<file path="src/rtl/egress_meta_queue.sv">
// Round-robin merge of per-port egress metadata into a FIFO polled by software.
// Latency: strobe held after E0, pushed at E1, visible on meta_word after E1.
// Backpressure: full FIFO stalls grants; a strobe hitting an occupied holding reg is dropped and counted.
module egress_meta_queue #(
    parameter int NUM_PORTS = 4,
    parameter int META_W    = 24,
    parameter int DEPTH     = 16,
    parameter int CNT_W     = 16
) (
    input  logic                          clk,
    input  logic                          reset,
    input  logic                          experimenting,
    input  logic [NUM_PORTS-1:0]          egress_meta_valid,
    input  logic [NUM_PORTS*META_W-1:0]   egress_meta,
    input  logic                          interface_out_ack,
    output logic [31:0]                   meta_word,
    output logic [$clog2(DEPTH):0]        queue_count,
    output logic [CNT_W-1:0]              drop_count
);

    localparam int AW = $clog2(DEPTH);
    localparam int EW = 2 + META_W;
    localparam logic [AW:0] FULL_CNT = (AW+1)'(DEPTH);

    logic                 exp_q, ack_q, exp_rise, ack_rise;
    logic [NUM_PORTS-1:0] hold_v;
    logic [META_W-1:0]    hold_d [NUM_PORTS];
    logic [EW-1:0]        mem [DEPTH];
    logic [EW-1:0]        head;
    logic [AW-1:0]        wr_ptr, rd_ptr;
    logic [1:0]           rr_ptr, grant_idx;
    logic                 grant_vld, push, pop;
    logic [NUM_PORTS-1:0] grant, cap;
    logic [2:0]           ndrop;
    logic [CNT_W:0]       drop_sum;

    function automatic logic [1:0] port_at(input logic [1:0] base, input int k);
        int s;
        s = (int'(base) + k) % NUM_PORTS;
        return s[1:0];
    endfunction

    assign exp_rise = experimenting & ~exp_q;
    assign ack_rise = interface_out_ack & ~ack_q;
    assign push     = grant_vld;
    assign pop      = ack_rise && (queue_count != '0);

    // Grant decision uses pre-pop occupancy, so a full FIFO never pushes on a pop cycle.
    always_comb begin
        grant_vld = 1'b0;
        grant_idx = '0;
        grant     = '0;
        if (queue_count < FULL_CNT) begin
            for (int k = 0; k < NUM_PORTS; k++) begin
                if (!grant_vld && hold_v[port_at(rr_ptr, k)]) begin
                    grant_vld = 1'b1;
                    grant_idx = port_at(rr_ptr, k);
                end
            end
        end
        if (grant_vld) grant[grant_idx] = 1'b1;
    end

    always_comb begin
        cap   = '0;
        ndrop = '0;
        for (int i = 0; i < NUM_PORTS; i++) begin
            if (egress_meta_valid[i] && experimenting) begin
                if (!hold_v[i] || grant[i]) cap[i] = 1'b1;
                else                        ndrop  = ndrop + 3'd1;
            end
        end
        drop_sum = {1'b0, drop_count} + (CNT_W+1)'(ndrop);
    end

    assign head      = mem[rd_ptr];
    assign meta_word = (queue_count != '0)
                     ? {1'b1, 5'b0, head[EW-1 -: 2], 24'(head[META_W-1:0])}
                     : 32'h0;

    always_ff @(posedge clk) begin
        if (reset) begin
            exp_q <= 1'b0;
            ack_q <= 1'b0;
        end else begin
            exp_q <= experimenting;
            ack_q <= interface_out_ack;
        end
    end

    // Flush on capture enable rising edge behaves exactly like reset for everything but the edge regs.
    always_ff @(posedge clk) begin
        if (reset || exp_rise) begin
            hold_v      <= '0;
            wr_ptr      <= '0;
            rd_ptr      <= '0;
            rr_ptr      <= '0;
            queue_count <= '0;
            drop_count  <= '0;
        end else begin
            hold_v <= (hold_v & ~grant) | cap;
            if (push) begin
                wr_ptr <= wr_ptr + AW'(1);
                rr_ptr <= port_at(grant_idx, 1);
            end
            if (pop) rd_ptr <= rd_ptr + AW'(1);
            case ({push, pop})
                2'b10:   queue_count <= queue_count + (AW+1)'(1);
                2'b01:   queue_count <= queue_count - (AW+1)'(1);
                default: queue_count <= queue_count;
            endcase
            if (ndrop != '0) drop_count <= drop_sum[CNT_W] ? '1 : drop_sum[CNT_W-1:0];
        end
    end

    always_ff @(posedge clk) begin
        for (int i = 0; i < NUM_PORTS; i++) begin
            if (cap[i]) hold_d[i] <= egress_meta[i*META_W +: META_W];
        end
        if (push) mem[wr_ptr] <= {grant_idx, hold_d[grant_idx]};
    end

endmodule

</file>
<file path="config.mk">
export PLATFORM = sky130hd
export DESIGN_NAME = egress_meta_queue
export DESIGN_NICKNAME = d
export VERILOG_FILES = /design/src/rtl/egress_meta_queue.sv
export SDC_FILE = /design/constraint.sdc
export NUM_CORES = 1
export LEC_CHECK = 0
export CAP_MARGIN = 20
export CORE_AREA = 4 4 248 153
export CTS_BUF_LIST = sky130_fd_sc_hd__clkbuf_4
export DETAILED_ROUTE_END_ITERATION = 6
export DIE_AREA = 0 0 252 157
export DONT_BUFFER_PORTS = 1
export MAX_ROUTING_LAYER = met4
export PLACE_DENSITY = 0.75
export RECOVER_POWER = 100
export SLEW_MARGIN = 20
export SYNTH_ARGS = -nofsm -noshare
export SYNTH_HDL_FRONTEND = slang
export SYNTH_SLANG_ARGS = --single-unit
</file>
<file path="constraint.sdc">
create_clock -name clk -period 7.51 [get_ports clk]
set_clock_uncertainty 0.15 [all_clocks]
set_input_delay 1.502 -clock clk [delete_from_list [all_inputs] [get_ports clk]]
set_output_delay 1.502 -clock clk [all_outputs]
set_load 0.02 [all_outputs]
</file>
# After elaboration in Yosys (flattened, before gate mapping)
# Memory sizes are Yosys's and may differ from the RTL's. A register that Yosys moved wholly into a read port is not among the register bits.
# Index checks and enable logic that the tools add are counted.
[classes]
addsub = 12
mul = 0
div_mod_pow = 0
magnitude_cmp = 7
eq_ne = 2
shifts = 0
n_mux = 55
bitwise_logic = 7
n_reduce_logical = 24
[ops]
columns = ["operator", "n"]
rows = [
  ["two-way mux 1 bit", 33],
  ["two-way mux 32 bit", 1],
  ["two-way mux 3 bit", 6],
  ["adder 16 x 3 -> 17 bit", 1],
  ["two-way mux 16 bit", 1],
  ["< comparator 2 x 3 -> 1 bit, second input constant", 5],
  ["two-way mux 4 bit", 3],
  ["two-way mux 2 bit", 5],
  ["one-hot mux 5 bit (2 select lines)", 1],
  ["adder 3 x 1 -> 3 bit, second input constant", 3],
  ["logical AND 1 bit", 9],
  ["adder 4 x 1 -> 4 bit, second input constant", 2],
  ["binary-select mux 1 bit (select 2 bit)", 4],
  ["logical NOT 1 bit", 7],
  ["adder 5 x 1 -> 5 bit, second input constant", 1],
  ["logical OR 1 bit", 5],
  ["< comparator 5 bit, second input constant", 1],
  ["nonzero test 5 bit", 1],
  ["subtractor 5 x 1 -> 5 bit, second input constant", 1],
  ["adder 2 x 1 -> 2 bit, second input constant", 2],
  ["adder 2 bit, second input constant", 2],
  ["AND 4 bit", 1],
  ["inverter 4 bit", 1],
  ["OR 4 bit", 1],
  ["other kinds (8)", 10],
]
[totals]
ff_bits = 37
latchBits = 0
ram_bits = 512
rom_bits = 0
input_bits = 104
output_inout_bits = 53
memories = 2
[memory_table]
columns = ["name", "words", "width", "rd", "rd_clocked_by_memory_dff", "write_ports", "line", "rtl"]
rows = [
  ["mem", 16, 26, 1, 1, 1, "28", "logic [EW-1:0] mem [DEPTH];"],
  ["hold_d", 4, 24, 1, 0, 4, "27", "logic [META_W-1:0] hold_d [NUM_PORTS];"],
]

# Longest topological paths before layout
# Gate-level depths: netlist of run 1.
[depth]
depth_word = 35
mapped_depth = 29
ltp_nobuf = 26

# Least setup slack after synthesis of run 1
# No wires, ideal clock.
[synth_timing]
kind = "register -> register"
from = "register hold_v[2]"
to = "register drop_count[11]"
setup_ps = 86
arrival_time_ps = 5368
path_slack_ps = 1906
stages_incl_launch_ff = 30
period_less_slack_ps = 5604
cell_sequence = "dfxtp_1 > buf_2 > nor2_1 > a21oi_1 > inv_1 > nor4_1 > buf_2 > buf_2 > inv_1 > ha_1 > nand2b_4 > nand2_1 > nor2_1 > ha_1 > and3_1 > a31oi_1 > inv_1 > ha_1 > mux2_2 > ha_1 > nand2b_1 > o21a_1 > inv_1 > fa_1 > inv_1 > a21o_1 > nand4_1 > and3b_1 > buf_6 > a221oi_2"
[synth_between]
elab_chain_len = 35
elab_cells_between_ends = 52
[synth_rtl]
columns = ["element", "line", "rtl"]
rows = [
  ["from (decl)", "26", "logic [NUM_PORTS-1:0] hold_v;"],
  ["from (signal assigned)", "101", "hold_v <= (hold_v & ~grant) | cap;"],
  ["binary-select mux 1 bit (select 2 bit)", "55", "if (!grant_vld && hold_v[port_at(rr_ptr, k)]) begin"],
  ["two-way mux 1 bit (implied by the code)", "55", ""],
  ["two-way mux 1 bit", "55", ""],
  ["two-way mux 1 bit", "53", "if (queue_count < FULL_CNT) begin"],
  ["logical NOT 1 bit", "55", ""],
  ["logical AND 1 bit", "55", ""],
  ["two-way mux 1 bit", "55", ""],
  ["two-way mux 1 bit", "53", ""],
  ["(+8 left out)", "--", ""],
  ["named net grant_idx[0]", "31", "logic [1:0] rr_ptr, grant_idx;"],
  ["(+11 left out)", "--", ""],
  ["adder 3 x 1 -> 3 bit", "70", "else ndrop = ndrop + 3'd1;"],
  ["two-way mux 3 bit", "69", "if (!hold_v[i] || grant[i]) cap[i] = 1'b1;"],
  ["two-way mux 3 bit", "68", "if (egress_meta_valid[i] && experimenting) begin"],
  ["adder 3 x 1 -> 3 bit", "70", ""],
  ["two-way mux 3 bit", "69", ""],
  ["two-way mux 3 bit (*)", "68", ""],
  ["adder 16 x 3 -> 17 bit", "73", "drop_sum = {1'b0, drop_count} + (CNT_W+1)'(ndrop);"],
  ["two-way mux 16 bit", "112", "if (ndrop != '0) drop_count <= drop_sum[CNT_W] ? '1 : drop_sum[CNT_W-1:0];"],
  ["to (signal assigned)", "112", ""],
  ["to (decl)", "18", "output logic [CNT_W-1:0] drop_count"],
]
# The timed path passes the listed nets; every way through them passes the cells marked *. The select of a mux whose other input is x is not followed.
# A chain may end at the register's enable or synchronous reset.

# Final worst setup path of run 1
[layout_timing]
from = "register hold_v[2]"
to = "register drop_count[11]"
[layout_between]
elab_chain_len = 35
elab_cells_between_ends = 52
[layout_rtl]
columns = ["element", "line"]
rows = [
  ["binary-select mux 1 bit (select 2 bit)", "55"],
  ["two-way mux 1 bit (implied by the code)", "55"],
  ["two-way mux 1 bit", "55"],
  ["two-way mux 1 bit", "53"],
  ["logical NOT 1 bit", "55"],
  ["logical AND 1 bit", "55"],
  ["two-way mux 1 bit", "55"],
  ["two-way mux 1 bit", "53"],
  ["(+19 left out)", "--"],
  ["adder 3 x 1 -> 3 bit", "70"],
  ["two-way mux 3 bit", "69"],
  ["two-way mux 3 bit", "68"],
  ["adder 3 x 1 -> 3 bit", "70"],
  ["two-way mux 3 bit", "69"],
  ["two-way mux 3 bit (*)", "68"],
  ["adder 16 x 3 -> 17 bit", "73"],
  ["two-way mux 16 bit", "112"],
]
# Every way passes the cells marked *; elsewhere a longest branch is shown, timed or not. The select of a mux whose other input is x is not followed.

==> results of run 1 <==
## path summary, 6_finish.rpt
path | start | to | slack, ns | cells after the start
worst min register to register | wr_ptr[1] | wr_ptr[1] | 0.38 | 2
worst max register to register | hold_v[2] | drop_count[11] | 0.62 | 25
worst max-delay path | hold_v[2] | drop_count[11] | 0.62 | 25
worst min-delay path | wr_ptr[1] | wr_ptr[1] | 0.38 | 2
## layer usage
| layer | global-route usage [%] | routed length [µm] | vias up |
|---|---|---|---|
| met5 | - | 0 | - |
| met4 | 6.38 | 718 | 0 |
| met3 | 6.66 | 4110 | 73 |
| met2 | 36.9 | 22000 | 511 |
| met1 | 35.7 | 20100 | 5643 |
| li1 | - | - | 4726 |
## cell usage after synthesis, drive strengths merged (12+ instances only)
cell type / count / share of area [%]
dfxtp: 41 / 3.7
nand2: 23 / 0.39
nor2b: 31 / 0.88
ha: 19 / 1.1
buf: 36 / 0.97
a21oi: 25 / 0.57
edfxtp: 512 / 70
and2: 12 / 0.34
nor2: 30 / 0.51
mux2i: 73 / 3.3
mux4: 130 / 13
clkbuf: 26 / 0.44
inv: 24 / 0.41
## layout make-up
class,instances,area (µm²)
clock buffers,176,1320
repair buffers,36,166
diodes,1,2.50
clock inverters,38,213
inverters,24,90.1
well taps,476,596
fillers,2371,11800
multi-input cells,462,5380
flip-flops and latches,553,16200
## power by group
part           total [µW]  switching (µW)  internal, µW
clock                2270            1130          1140
combinational         491             330           161
sequential           3560            32.5          3530
total                6330            1490          4830
## worst reg2reg max path: stages, from the launching register on
cell      delay (ns)
dfxtp_1         0.49
nor2_1          0.14
a21oi_1         0.63
inv_1           0.31
nor4_2          0.55
inv_1           0.13
ha_1            0.24
nand2b_4        0.09
nand2_1         0.08
nor2_1          0.14
ha_1            0.25
and3_1          0.15
a31oi_1         0.25
inv_1           0.08
ha_1            0.30
mux2_1          0.34
ha_1            0.29
nand2b_1        0.12
o21a_1          0.15
inv_1           0.06
fa_1            0.43
inv_1           0.09
a21o_1          0.31
nand4_1         0.39
and3b_1         0.41
a221oi_2        0.28
## metrics by stage
step           worst slack [ns]  total power [µW]  util, %
3_5_place_dp              0.793              4140     63.1
5_1_grt                  0.0689              6590     66.9
3_3_place_gp               1.17              4110     63.1
2_1_floorplan              1.91              3970        -
6_report                  0.621              6330     66.9
4_1_cts                   0.748              6390     67.4
## logic make-up after synthesis
kind of cell | after synthesis
flip-flops | 553
multiplexers | 204
AND/OR/NAND/NOR | 149
buffers and inverters | 86
AO/OA/AOI/OAI | 68
adder cells (fa/ha/maj) | 21
XOR/XNOR | 15
other | 1
## placed cells by master (no fill, tap or decap), types with 9 or more instances in the layout
master / synthesis / routed
edfxtp_1: 512 / 512
clkbuf_4: 0 / 176
mux4_2: 130 / 130
mux2i_1: 73 / 73
dfxtp_1: 41 / 37
nor2b_1: 31 / 31
clkbuf_1: 26 / 31
clkinv_1: 0 / 30
nor2_1: 30 / 29
a21oi_1: 25 / 25
inv_1: 24 / 24
nand2_1: 23 / 23
ha_1: 19 / 19
and2_0: 0 / 12
a211oi_1: 10 / 11
and3_1: 9 / 9
xor2_1: 9 / 9
## sequential cells by signal, indices dropped and copies added, names as in the netlist, named ones only
signal	cells
ack_q	1
drop_count	16
exp_q	1
hold_d	96
hold_v	4
mem	416
queue_count	5
rd_ptr	4
rr_ptr	2
wr_ptr	4
==> out/metrics.cfg, run 1 <==
[synthesis]
synth_top_family_by_area=multiplexers
synth-simple-area-share_pct=3.81
syn-cell-area_mm2=0.0220
synth_xor_area_share_pct=0.598
yosysSeqAreaShare_pct=73.7
synthArstFlopShare_pct=0
synth-adder-area-share_pct=1.26
syn-instance-count=1097
ys_warn_count=0
synth-compound-area-share_pct=2.03
synth.distinct_cells=51
synth-edff-count=512
ys_seq_elements=553
synthMuxAreaShare_pct=16.7
syn_area_per_cell_um2=20.0
synthFlopType=edfxtp_1

[cts]
cts_inserted_buffers=119
clk_transition_reported_paths_ns=0.08
ctsHoldBuffers=0
tritoncts=built
cts-resized-gates=0
htree_levels=3
ctsLongestPathBuffers=3
clk_latency_ns=0.82
clockRootBuffer=clkbuf_4
clkSinkCount=553
post_cts_buffers=0

[timing]
max_slew.worst_pin.slew_ns=2.95
timing.hold.ws_ns=0.384
rsz0062_at_grt=false
finalSetupTns_ns=0
slew_headroom_pct=-97.1
min_period_over_period_pct=91.7
fmaxAchievable_mhz=145
setup_violations=0
post-route-min-period_ns=6.89
final_hold_viol_count=0
maxSlewViolCount=421

[final_layout]
area_growth_syn_to_layout_pct=9.14
drive_gt1_share_pct=25.4
instances_no_fill=1766
fin_nets=1321
design_area_mm2=0.0240

[grt]
overflow=0
grt_pass1_vias=11179
antenna_found_initial=2
grt_pass1_wl_mm=70.5
track_usage_pct=25.0
grt_max_degree=67

[setup_path]
critical-path-top-delay-family=simple AND/OR/NAND/NOR gates
crit_required_ns=8.08
critPathMaxFanout=11
cp-start-kind=flip-flop
criticalPathCategory=flip-flop to flip-flop
slowest_delay_ns=0.63
crit_buf_inv=5
crit_slowest_cell=a21oi_1
crit_arrival_ns=7.46
crit_path_frequent_cell=inv_1
worstSetupEndpointType=flip-flop

[floorplan]
die_h_um=157
rows=54
die_area_mm2=0.0396
die_w_um=252
ios=157
core_mm2=0.0358
initial_core_util_pct=61.3

[drt]
routedWlPerCell_um=26.6
postRouteAntennaNets=0
routed_via_density=6.20
drc=0
first_iter_violations=1057
dr_total_vias=10953
drt_pass1_iterations=7
drt_wl_total_mm=46.9

[power_and_ir_drop]
vdd_drop_max_v=0.000189
power_density_mw_per_mm2=264
leakagePower_uw=0.00781

[placement]
port_buffers=0
dpl_cell_area_mm2=0.0226
placedCellCount=1551
place_hpwl_mm=27.6
gp_congestion=0.816

[run]
drv_cap=18

[worst_hold_path]
hold_path.class=flip-flop to flip-flop

[status]
status=complete, but fails checks
violations=capacitance limit, slew limit

No activity file was read; power rests on OpenSTA's default activity.
==> run 2: changes to the inputs <==
CTS_BUF_LIST = default   (was sky130_fd_sc_hd__clkbuf_4)
==> out/metrics.cfg, run 2 (same netlist as run 1, synthesis figures left out) <==
[final_layout]
area_growth_syn_to_layout_pct=9.33
largest_register_ffs=416  ; unchanged
largest_register=mem
mostFrequentLayoutCells=512 x edfxtp_1, 130 x mux4_2, 73 x mux2i_1
instances_no_fill=1634  ; -7.5%
top_regs=mem x416, hold_d x96, drop_count x16
post-route-util_pct=67.1  ; +0.12 points
antenna_cells=0  ; -1
fin_nets=1249  ; -5.5%
nFillCells=2301  ; -3.0%
drive_gt1_share_pct=18.7  ; -6.8 points
design_area_mm2=0.0240  ; +0.17%
final_common_cell=edfxtp_1

[power_and_ir_drop]
p_sw_uw=1430  ; -3.9%
vdd_drop_max_v=0.000222  ; +18%
switching_share_pct=21.9  ; -1.7 points
comb_power_share_pct=7.5  ; -0.3 points
power_density_mw_per_mm2=273  ; +3.5%
p_clk_share_pct=38.1  ; +2.2 points
power_frac_seq_pct=54.4  ; -1.9 points
leakagePower_uw=0.00768  ; -1.7%
internal-power_uw=5120  ; +6.0%

[cts]
ctsLongestPathBuffers=3  ; unchanged
htree_levels=2  ; -1
post_cts_buffers=0  ; unchanged
clockRootBuffer=clkbuf_16
clkSinkCount=553  ; unchanged
cts_inserted_buffers=47  ; -61%
tritoncts=built
ctsHoldBuffers=0  ; unchanged
cts-resized-gates=0  ; unchanged
clk_transition_reported_paths_ns=0.07  ; about the same
clk_latency_ns=0.57  ; -0.25 ns

[floorplan]
rows=54  ; unchanged
core_mm2=0.0358  ; unchanged
die_h_um=157  ; unchanged
initial_core_util_pct=61.3  ; unchanged
ios=157  ; unchanged
die_w_um=252  ; unchanged
die_area_mm2=0.0396  ; unchanged

[setup_path]
crit_arrival_ns=7.21  ; -0.25 ns
crit_required_ns=7.84  ; -0.24 ns
worstSetupEndpointType=flip-flop
cp-start-kind=flip-flop
criticalPathCategory=flip-flop to flip-flop
critPathMaxFanout=11  ; unchanged

[timing]
maxSlewViolCount=422  ; +0.24%
min_period_over_period_pct=91.6  ; -0.17 points
setup_violations=0  ; unchanged
slew_headroom_pct=-94.7  ; +2.3 points
rsz0062_at_grt=false
max_slew.worst_pin.slew_ns=2.91  ; -0.0347 ns
finalSetupTns_ns=0  ; unchanged
fmaxAchievable_mhz=145  ; +0.19%
final_hold_viol_count=0  ; unchanged
post-route-min-period_ns=6.88  ; -0.0127 ns

[worst_hold_path]
hold_path.class=flip-flop to flip-flop

[run]
drv_cap=18  ; unchanged

[drt]
routed_via_density=6.51  ; +5.0%
postRouteAntennaNets=0  ; unchanged
drt_pass1_iterations=5  ; -2
dr_total_vias=10637  ; -2.9%
drt_wl_total_mm=47.0  ; about the same
first_iter_violations=1165  ; +10%
routedWlPerCell_um=28.7  ; +8.1%
drc=0  ; unchanged

[grt]
grt_pass1_wl_mm=70.1  ; -0.53%
track_usage_pct=24.8  ; -0.19 points
overflow=0  ; unchanged
antenna_found_initial=0  ; -2
grt_max_degree=67  ; unchanged
grt_pass1_vias=10657  ; -4.7%

[status]
violations=capacitance limit, slew limit
status=complete, but fails checks

[placement]
dpl_cell_area_mm2=0.0226  ; unchanged
place_hpwl_mm=27.6  ; unchanged
gp_congestion=0.816  ; unchanged
port_buffers=0  ; unchanged
placedCellCount=1551  ; unchanged

run 2: critical path: stages, from the launching register on:
cell and delay (ns):
dfxtp_1 0.50, nor2_1 0.13, a21oi_1 0.63, inv_1 0.32, nor4_2 0.54, inv_1 0.13, ha_1 0.24, nand2b_4 0.09
nand2_1 0.07, nor2_1 0.13, ha_1 0.25, and3_1 0.15, a31oi_1 0.24, inv_1 0.08, ha_1 0.30, mux2_1 0.34
ha_1 0.29, nand2b_1 0.12, o21a_1 0.15, inv_1 0.06, fa_1 0.43, inv_1 0.09, a21o_1 0.31, nand4_1 0.38
and3b_1 0.40, a221oi_2 0.28
run 2: metrics by stage:
stage	setup slack (ns)	total power, µW	hold slack, ns
2_1_floorplan	1.91	3970	0.331
3_5_place_dp	0.793	4140	0.373
4_1_cts	0.740	6610	0.381
3_3_place_gp	1.17	4110	0.354
5_1_grt	0.0418	6780	0.424
6_report	0.633	6560	0.385
run 2: layout make-up:
cell class	instances	area, µm²	area share, %
inverter	24	90.1	0.375
timing repair buffer	36	166	0.693
sequential	553	16200	67.5
tap	476	596	2.48
clock inverter	28	330	1.38
multi-input combinational	462	5380	22.4
clock buffer	55	1250	5.20
run 2: final timing paths:
check,slack (ns),startpoint,depth (start not counted),end
max reg2reg,0.63,hold_v[2],25,drop_count[11]
min reg2reg,0.38,wr_ptr[1],2,wr_ptr[1]
max,0.63,hold_v[2],25,drop_count[11]
min,0.38,wr_ptr[1],2,wr_ptr[1]
run 2: power by group through the flow:
| stage | registers (µW) | clock network [µW] | logic (µW) |
|---|---|---|---|
| finish | 3560 | 2500 | 492 |
| global route | 3570 | 2670 | 535 |
| CTS | 3560 | 2540 | 513 |
| detailed placement | 3630 | 0 | 510 |
| global placement | 3620 | 0 | 491 |
| floorplan | 3610 | 0 | 360 |
run 2: metal layers:
layer,global-route usage (%),wire [µm]
met1,36.4,19700
met2,37.8,22300
met3,5.07,4270
met4,4.25,632
met5,-,0
